`src/rtl/avalon_slave_regbank_if.sv`:
```
// Avalon-MM slave bus bundle (everything except clk/reset), one modport per side.
interface avalon_slave_regbank_if #(
  parameter int ADDRESS_SIZE = 3,
  parameter int DATA_SIZE    = 32
);
  logic                      avs_chipselect;
  logic                      avs_read;
  logic                      avs_write;
  logic [ADDRESS_SIZE-1:0]   avs_address;
  logic [DATA_SIZE/8-1:0]    avs_byteenable;
  logic [DATA_SIZE-1:0]      avs_writedata;
  logic [DATA_SIZE-1:0]      avs_readdata;
  logic                      avs_waitrequest;
  logic                      avs_irq;

  modport master (
    output avs_chipselect, avs_read, avs_write, avs_address, avs_byteenable, avs_writedata,
    input  avs_readdata, avs_waitrequest, avs_irq
  );

  modport slave (
    input  avs_chipselect, avs_read, avs_write, avs_address, avs_byteenable, avs_writedata,
    output avs_readdata, avs_waitrequest, avs_irq
  );
endinterface

```
`src/rtl/avalon_slave_regbank.sv`:
```
// Byte-enabled Avalon-MM register bank: writes take 0 waits, reads stall READ_WAIT cycles on waitrequest.
// AVSLAVE_IRQ_EN adds DOORBELL->pending, STATUS (W1C) at N-2, CTRL irq_en at N-1 and a level irq.
module avalon_slave_regbank #(
  parameter int ADDRESS_SIZE = 3,
  parameter int DATA_SIZE    = 32,
  parameter int READ_WAIT    = 1
) (
  input  logic                   clk,
  input  logic                   reset,
  avalon_slave_regbank_if.slave  avs
);
  localparam int         N        = 2 ** ADDRESS_SIZE;
  localparam int         LANES    = DATA_SIZE / 8;
  localparam bit         HAS_WAIT = (READ_WAIT > 0);
  localparam logic [3:0] CNT_LOAD = 4'(HAS_WAIT ? READ_WAIT - 1 : 0);

  typedef enum logic [1:0] {IDLE, WAITING, DONE} state_t;

  state_t               state, stateNext;
  logic [3:0]           cnt, cntNext;
  logic [DATA_SIZE-1:0] regs [N];
  logic [DATA_SIZE-1:0] readMux;
  logic [DATA_SIZE-1:0] writeMerged;
  logic                 readReq, writeReq, waitReq;

  assign readReq  = avs.avs_chipselect & avs.avs_read & ~avs.avs_write;
  assign writeReq = avs.avs_chipselect & avs.avs_write;

  always_ff @(posedge clk or posedge reset) begin
    if (reset) begin
      state <= IDLE;
      cnt   <= 4'd0;
    end else begin
      state <= stateNext;
      cnt   <= cntNext;
    end
  end

  // The count is tested after decrementing so waitrequest is high for exactly READ_WAIT cycles.
  always_comb begin
    stateNext = state;
    cntNext   = cnt;
    case (state)
      IDLE: begin
        if (readReq && HAS_WAIT) begin
          cntNext   = CNT_LOAD;
          stateNext = (CNT_LOAD == 4'd0) ? DONE : WAITING;
        end
      end
      WAITING: begin
        if (!readReq) begin
          stateNext = IDLE;
          cntNext   = 4'd0;
        end else begin
          cntNext = cnt - 4'd1;
          if (cntNext == 4'd0) stateNext = DONE;
        end
      end
      DONE: begin
        stateNext = IDLE;
        cntNext   = 4'd0;
      end
      default: begin
        stateNext = IDLE;
        cntNext   = 4'd0;
      end
    endcase
  end

  assign waitReq             = ~reset & readReq & HAS_WAIT & (state != DONE);
  assign avs.avs_waitrequest = waitReq;

  always_comb begin
    writeMerged = regs[avs.avs_address];
    for (int b = 0; b < LANES; b++) begin
      if (avs.avs_byteenable[b]) writeMerged[8*b +: 8] = avs.avs_writedata[8*b +: 8];
    end
  end

`ifdef AVSLAVE_IRQ_EN
  localparam logic [ADDRESS_SIZE-1:0] ADDR_STATUS = ADDRESS_SIZE'(N - 2);
  localparam logic [ADDRESS_SIZE-1:0] ADDR_CTRL   = ADDRESS_SIZE'(N - 1);

  logic pending, irqEn;

  always_ff @(posedge clk or posedge reset) begin
    if (reset) begin
      for (int i = 0; i < N; i++) regs[i] <= '0;
      pending <= 1'b0;
      irqEn   <= 1'b0;
    end else if (writeReq) begin
      if (avs.avs_address == ADDR_STATUS) begin
        if (avs.avs_byteenable[0] && avs.avs_writedata[0]) pending <= 1'b0;
      end else if (avs.avs_address == ADDR_CTRL) begin
        if (avs.avs_byteenable[0]) irqEn <= avs.avs_writedata[0];
      end else begin
        regs[avs.avs_address] <= writeMerged;
        if (avs.avs_address == '0) pending <= 1'b1;
      end
    end
  end

  always_comb begin
    readMux = regs[avs.avs_address];
    if (avs.avs_address == ADDR_STATUS)    readMux = {{(DATA_SIZE-1){1'b0}}, pending};
    else if (avs.avs_address == ADDR_CTRL) readMux = {{(DATA_SIZE-1){1'b0}}, irqEn};
  end

  // Both terms are flops, so the interrupt never glitches off the bus.
  assign avs.avs_irq = pending & irqEn;
`else
  always_ff @(posedge clk or posedge reset) begin
    if (reset) begin
      for (int i = 0; i < N; i++) regs[i] <= '0;
    end else if (writeReq) begin
      regs[avs.avs_address] <= writeMerged;
    end
  end

  assign readMux     = regs[avs.avs_address];
  assign avs.avs_irq = 1'b0;
`endif

  assign avs.avs_readdata = (~reset & readReq & ~waitReq) ? readMux : '0;

endmodule

```
`src/flat_wrapper.sv`:
```
// flat-port wrapper written by rule: the top's interface ports become plain ports
module avalon_slave_regbank_flat 
#(
  parameter int ADDRESS_SIZE = 3,
  parameter int DATA_SIZE    = 32,
  parameter int READ_WAIT    = 1
)
  (clk, reset, avs_avs_chipselect, avs_avs_read, avs_avs_write, avs_avs_address, avs_avs_byteenable, avs_avs_writedata, avs_avs_readdata, avs_avs_waitrequest, avs_avs_irq);
  avalon_slave_regbank_if #(.ADDRESS_SIZE(ADDRESS_SIZE), .DATA_SIZE(DATA_SIZE)) avs_i ();
  input  logic clk;
  input  logic reset;
  input wire logic [$bits(avs_i.avs_chipselect)-1:0] avs_avs_chipselect;
  input wire logic [$bits(avs_i.avs_read)-1:0] avs_avs_read;
  input wire logic [$bits(avs_i.avs_write)-1:0] avs_avs_write;
  input wire logic [$bits(avs_i.avs_address)-1:0] avs_avs_address;
  input wire logic [$bits(avs_i.avs_byteenable)-1:0] avs_avs_byteenable;
  input wire logic [$bits(avs_i.avs_writedata)-1:0] avs_avs_writedata;
  output wire logic [$bits(avs_i.avs_readdata)-1:0] avs_avs_readdata;
  output wire logic [$bits(avs_i.avs_waitrequest)-1:0] avs_avs_waitrequest;
  output wire logic [$bits(avs_i.avs_irq)-1:0] avs_avs_irq;
  assign avs_i.avs_chipselect = avs_avs_chipselect;
  assign avs_i.avs_read = avs_avs_read;
  assign avs_i.avs_write = avs_avs_write;
  assign avs_i.avs_address = avs_avs_address;
  assign avs_i.avs_byteenable = avs_avs_byteenable;
  assign avs_i.avs_writedata = avs_avs_writedata;
  assign avs_avs_readdata = avs_i.avs_readdata;
  assign avs_avs_waitrequest = avs_i.avs_waitrequest;
  assign avs_avs_irq = avs_i.avs_irq;
  avalon_slave_regbank #(.ADDRESS_SIZE(ADDRESS_SIZE), .DATA_SIZE(DATA_SIZE), .READ_WAIT(READ_WAIT)) u_core (.clk(clk), .reset(reset), .avs(avs_i));
endmodule
```
`config.mk`:
```
export PLATFORM = sky130hd
export DESIGN_NAME = avalon_slave_regbank_flat
export DESIGN_NICKNAME = d
export VERILOG_FILES = /design/src/rtl/avalon_slave_regbank_if.sv /design/src/rtl/avalon_slave_regbank.sv /design/src/flat_wrapper.sv
export SDC_FILE = /design/constraint.sdc
export NUM_CORES = 1
export LEC_CHECK = 0
export ABC_CLOCK_PERIOD_IN_PS = 19500
export CAP_MARGIN = 20
export CORE_UTILIZATION = 45
export CTS_CLUSTER_DIAMETER = 150
export DETAILED_ROUTE_END_ITERATION = 10
export HOLD_SLACK_MARGIN = 0.06
export PLACE_DENSITY = 0.65
export SLEW_MARGIN = 20
export SYNTH_ARGS = -nofsm -noshare
export SYNTH_HDL_FRONTEND = slang
export SYNTH_SLANG_ARGS = --single-unit
export TNS_END_PERCENT = 10
```
`constraint.sdc`:
```
create_clock -name clk -period 19.5 [get_ports clk]
set_input_delay 3.9 -clock clk [delete_from_list [all_inputs] [get_ports clk]]
set_output_delay 3.9 -clock clk [all_outputs]
set_load 0.01 [all_outputs]
```
# ---- Word-level counts from Yosys, hierarchy flattened
# Index checks and enable logic that the tools add are counted.
dict set report word_totals {
  reg_bits 262
  n_memories 0
  word_cells 49
  mem_bits_rw 0
  output_inout_bits 34
  romBits 0
  latch_bits 0
}
dict set report classes {
  magnitude_cmp 2
  eq_ne 4
  bitwise 10
  shifts 0
  add_sub_neg 1
  mux 18
  mul 0
  div 0
  reduce_logical 4
}
# cell n
set op_table {}
lappend op_table {{$bwmux 256} 1}
lappend op_table {{$mux 32} 4}
lappend op_table {{$bmux 32 s3} 1}
lappend op_table {{$demux 32 s3} 1}
lappend op_table {{$mux 8} 4}
lappend op_table {{$mux 4} 2}
lappend op_table {{$pmux 4 s2} 1}
lappend op_table {{$and 1x1->1} 6}
lappend op_table {{$mux 2} 3}
lappend op_table {{$ge 4x4->1 const B} 1}
lappend op_table {{$logic_not 4->1} 1}
lappend op_table {{$lt 4x1->1 const B} 1}
lappend op_table {{$not 3->4} 1}
lappend op_table {{$pmux 2 s2} 1}
lappend op_table {{$sub 4x1->4 const B} 1}
lappend op_table {{$ne 3x3->1 const B} 1}
lappend op_table {{$not 1->1} 3}
lappend op_table {{$eq 2x1->1 const B} 1}
lappend op_table {{$logic_not 2->1} 1}
lappend op_table {{$ne 2x1->1 const B} 1}
lappend op_table {{$ne 2x2->1 const B} 1}
lappend op_table {{$reduce_and 2->1} 1}
lappend op_table {{$logic_and 1x1->1} 1}

# ---- Depth between registers and ports, before layout
dict set report depth {
  word_depth 7
  mapped_depth 8
  ltp_nobuf 4
}

# ---- Least setup slack after synthesis
# No wires, ideal clock.
dict set report synth_timing {
  path_type {input port to output port}
  start {in reset}
  end {out avs_avs_readdata[1]}
  required_ps 15600
  arrival_time_ps 10604
  slack_ps 4996
  path_stages 4
  cell_sequence {inv_1 > nand3b_1 > clkbuf_1 > a21oi_1}
}
dict set report synth_between {
  elab_chain_len 6
}
# element line
set synth_lines {}
lappend synth_lines {{from (decl)} flat_wrapper.sv:11} ;# input logic reset;
lappend synth_lines {{$not 1->1 *} {avalon_slave_regbank.sv:70, avalon_slave_regbank.sv:124}}
lappend synth_lines {{$and 1x1->1 *} {avalon_slave_regbank.sv:70, avalon_slave_regbank.sv:124}}
lappend synth_lines {{$and 1x1->1} avalon_slave_regbank.sv:70} ;# assign waitReq = ~reset & readReq & HAS_WAIT & (state != DONE);
lappend synth_lines {{$not 1->1} avalon_slave_regbank.sv:124} ;# assign avs.avs_readdata = (~reset & readReq & ~waitReq) ? readMux : '0;
lappend synth_lines {{$and 1x1->1 *} avalon_slave_regbank.sv:124}
lappend synth_lines {{$mux 32 *} avalon_slave_regbank.sv:124}
lappend synth_lines {{to (decl)} flat_wrapper.sv:18} ;# output wire logic [$bits(avs_i.avs_readdata)-1:0] avs_avs_readdata;
# Every way passes the cells marked *; elsewhere a longest branch is shown, timed or not.

# ---- Worst setup path after layout
dict set report layout_timing {
  start {in avs_avs_address[1]}
  end {out avs_avs_readdata[27]}
}
dict set report layout_between {
  elab_chain_len 5
}
# element line
set layout_lines {}
lappend layout_lines {{from (decl)} flat_wrapper.sv:15} ;# input wire logic [$bits(avs_i.avs_address)-1:0] avs_avs_address;
lappend layout_lines {{$not 3->4 (implied by the code)} avalon_slave_regbank.sv:120} ;# assign readMux = regs[avs.avs_address];
lappend layout_lines {{$bmux 32 s3} avalon_slave_regbank.sv:120}
lappend layout_lines {{$mux 32 (implied by the code) (2 in series)} avalon_slave_regbank.sv:120}
lappend layout_lines {{$mux 32} avalon_slave_regbank.sv:124}
# Every way passes these cells. The select of a mux whose other input is x is not followed.

==> run_results.csv <==
group,metric,value,unit
cells_and_area,areaGrowthSynthToFinish,14.34,%
power_and_ir_drop,seq_power_share,0.465,
sta,tightest_slew,1.044,ns
power_and_ir_drop,p_leak,6.689,nW
synthesis,yosysTopAreaCellShare,0.4997,
sta,setup_tns,0,ns
power_and_ir_drop,pwr-share-clk,0.336,
cts,path_clk_slew,0.06,ns
route,top_layer,"met4",
synthesis,synth_edf_count,0,
power_and_ir_drop,switching_share,0.2812,
hold_path,hold_depth,1,
power_and_ir_drop,p_switching,0.0004427,W
cts,worstSkewPairLatency,0.55,ns
worst_setup_path,max_stage_delay,0.71,ns
worst_setup_path,reg2reg_to,"u_core.regs[47]$_DFFE_PP0P_",
worst_setup_path,critPathArrivalTime,6.92,ns
worst_setup_path,crit_fanout,47,
route,drc_errors,0,
worst_setup_path,crit_cells,8,
sta,rsz0062_at_grt,"no",
route,drtIter0Drc,828,
synthesis,syn_avg_cell_area,10.50,um2
synthesis,synth-main-ff-cell,"dfrtp_1",
sta,final-setup-viol-count,0,
cts,cts_buffers,29,
synthesis,synth_common_cells,"dfrtp_1 (257), nand2_1 (139), nor2_1 (117)",
synthesis,netlist_area,12870,um2
cts,ctsHoldBuffers,0,
sta,drv_slew,0,
synthesis,yosys.area.top_type,"dfrtp_1",
worst_setup_path,cp.buffers_inverters,4,
power_and_ir_drop,p_per_area,107.0,nW/um2
synthesis,yosys-top-cells-area,"dfrtp_1 (50%), mux2i_1 (7.4%), o21ai_1 (4.2%)",
floorplan,row_count,61,
global_routing,antenna_found_initial,1,
cts,cts.sinks,257,
route,dr_wl_met3,1790,um
route,via_per_inst,5.794,
route,wirelength,33020,um
floorplan,die_w,171.1,um
cells_and_area,fin_util,0.5268,
worst_setup_path,cpMostUsedCell,"buf_4",
floorplan,die_h,171.1,um
cts,cts_tree,"built",
sta,slew_headroom,0.3032,
cts,cts_resized,0,
synthesis,yosysMostFrequentCell,"dfrtp_1",
floorplan,initial_core_util,0.4608,
floorplan,ioPinCount,78,
cells_and_area,drive_gt1_frac,0.1036,
worst_setup_path,r2r-start,"u_core.regs[175]$_DFFE_PP0P_",
synthesis,ys_async_sr_fraction,1.000,
power_and_ir_drop,ir_drop,57.41,uV
power_and_ir_drop,comb_power_share,0.199,
cts,root_buffer,"clkbuf_16",
placed_design,gp_congestion,0.7924,
synthesis,yosysWarningCount,0,
worst_setup_path,r2r_slack,17.69,ns
sta,min_period_over_period,0.5551,
global_routing,grt_pass1_vias,9548,
worst_setup_path,worstPathRequired,15.60,ns
route,dr_wl_met2,15060,um
route,dr.pass1.iters,6,
route,wl_per_cell,20.07,um
sta,hold_viol,0,
route,m1WireLength,15460,um
global_routing,grt_max_degree,93,
worst_setup_path,cp_slowest_cell,"buf_4",
worst_setup_path,end_kind,"output port",
status,outcome,"complete, no violations",
cells_and_area,nets,1288,
hold_path,hp-class,"flip-flop to flip-flop",
sta,period_needed,10.82,ns
placed_design,place_hpwl,19910,um
cells_and_area,nFillCells,2516,
global_routing,grtUsageTotal,0.2330,
cts,cts_max_path_buffers,3,
hold_path,min_from,"u_core.state[1]$_DFFE_PP0P_",
power_and_ir_drop,p_total,0.001574,W
worst_setup_path,r2r_cells,4,
cts,h-tree-depth,1,
synthesis,ys_seq_area_frac,0.4997,
sta,fmax,0.09239,GHz
floorplan,core_area,27930,um2
sta,finClkSkew,0.01213,ns
synthesis,synth.ff_latch_count,257,
cts,cts_setup_buffers,0,
placed_design,portBuffers,76,
synthesis,ys_types,43,
worst_setup_path,crit_path_start_kind,"input pin",
global_routing,grt_overflow,0,
route,ant_nets,0,
global_routing,grt_pass1_wl,53100,um
worst_setup_path,crit_chain,"buf_4 > buf_4 > nor2_1 > buf_4 > a221o_1 > a21oi_1 > nor2_1 > clkdlybuf4s50_1",
synthesis,syn_nets,1270,
power_and_ir_drop,p_int,0.001132,W
worst_setup_path,path_class,"input pin to output port",
route,vias,9531,
floorplan,dieArea,29280,um2
worst_setup_path,critPathTopFamily,"buffers and inverters",
sta,hold_slack,0.4645,ns
job,cap_violations,0,
hold_path,holdPathEnd,"u_core.state[1]$_DFFE_PP0P_",
synthesis,postSynthCellCount,1226,
[power by group through the flow]
stage	clock network [W]	logic (W)	registers (W)
finish	0.000529	0.000313	0.000733
global route	0.000557	0.000352	0.000747
CTS	0.000539	0.000316	0.000732
detailed placement	0	0.000315	0.000739
global placement	0	0.000306	0.000735
floorplan	0	0.000249	0.000719
[sequential cells by signal, indices dropped and copies added, names as in the netlist]
register / flops
u_core.state: 1
u_core.regs: 256
[cell usage in the layout (no fill, tap or decap), types with 5 or more instances in the layout]
cell,netlist,routed
dfrtp_1,257,257
nand2_1,139,133
nor2_1,117,117
o21ai_1,109,109
mux2i_1,95,95
a21oi_1,86,86
clkdlybuf4s50_1,0,73
a22o_1,45,45
nor3_1,34,34
mux2_1,29,29
a221o_1,29,29
nor2b_1,29,29
clkbuf_16,0,29
buf_4,6,21
mux4_2,20,20
nand2b_1,13,13
a31oi_1,13,13
mux2_2,12,12
mux2i_4,12,12
a32o_1,12,12
clkbuf_1,57,9
o31ai_1,8,8
o21ai_0,8,8
clkbuf_8,0,8
a22oi_1,7,7
nand2_2,0,6
inv_1,7,6
a221o_2,5,5
[per-layer routing]
metal / up-vias / global-route usage
met5: - / 0
met1: 4760 / 0.3282
met3: 49 / 0.03909
li1: 4469 / -
met4: 0 / 0.06134
met2: 253 / 0.3726
[area by class of cell]
class	count	area, um2	share of cell area
Timing Repair Buffer	98	920.9	0.06257
Inverter	8	37.54	0.002551
Clock inverter	6	61.31	0.004166
Tap cell	378	473.0	0.03214
Antenna cell	2	5.005	0.0003401
Sequential cell	257	6431	0.4370
Clock buffer	46	869.6	0.05909
Multi-Input combinational cell	850	5918	0.4021
[how the worst max path moves through the flow]
stage | from | endpoint
final | avs_avs_address[1] | avs_avs_readdata[27]
after global routing | reset | avs_avs_readdata[18]
after CTS | reset | avs_avs_readdata[25]
after detailed placement | reset | avs_avs_readdata[25]
after global placement | reset | avs_avs_readdata[31]
after floorplan | reset | avs_avs_readdata[1]
[stage by stage]
stage	area, um2	worst slack, ns	std cells
after floorplan	12870	4.996	1226
after global placement	13770	8.635	1591
after detailed placement	13770	8.613	1591
after CTS	14700	8.615	1643
after global routing	14710	8.420	1643
final	14720	8.676	1645
[cell families (layout without fill, tap and decap cells)]
family	count (synthesis)	count (layout)	synth area share
compound gates	329	329	0.1674
other cells	1	3	0.0002914
flops	257	257	0.4997
mux	172	172	0.1739
buf+inv	119	158	0.04248
simple gates	348	348	0.1163
(Power assumes the default switching activity.)
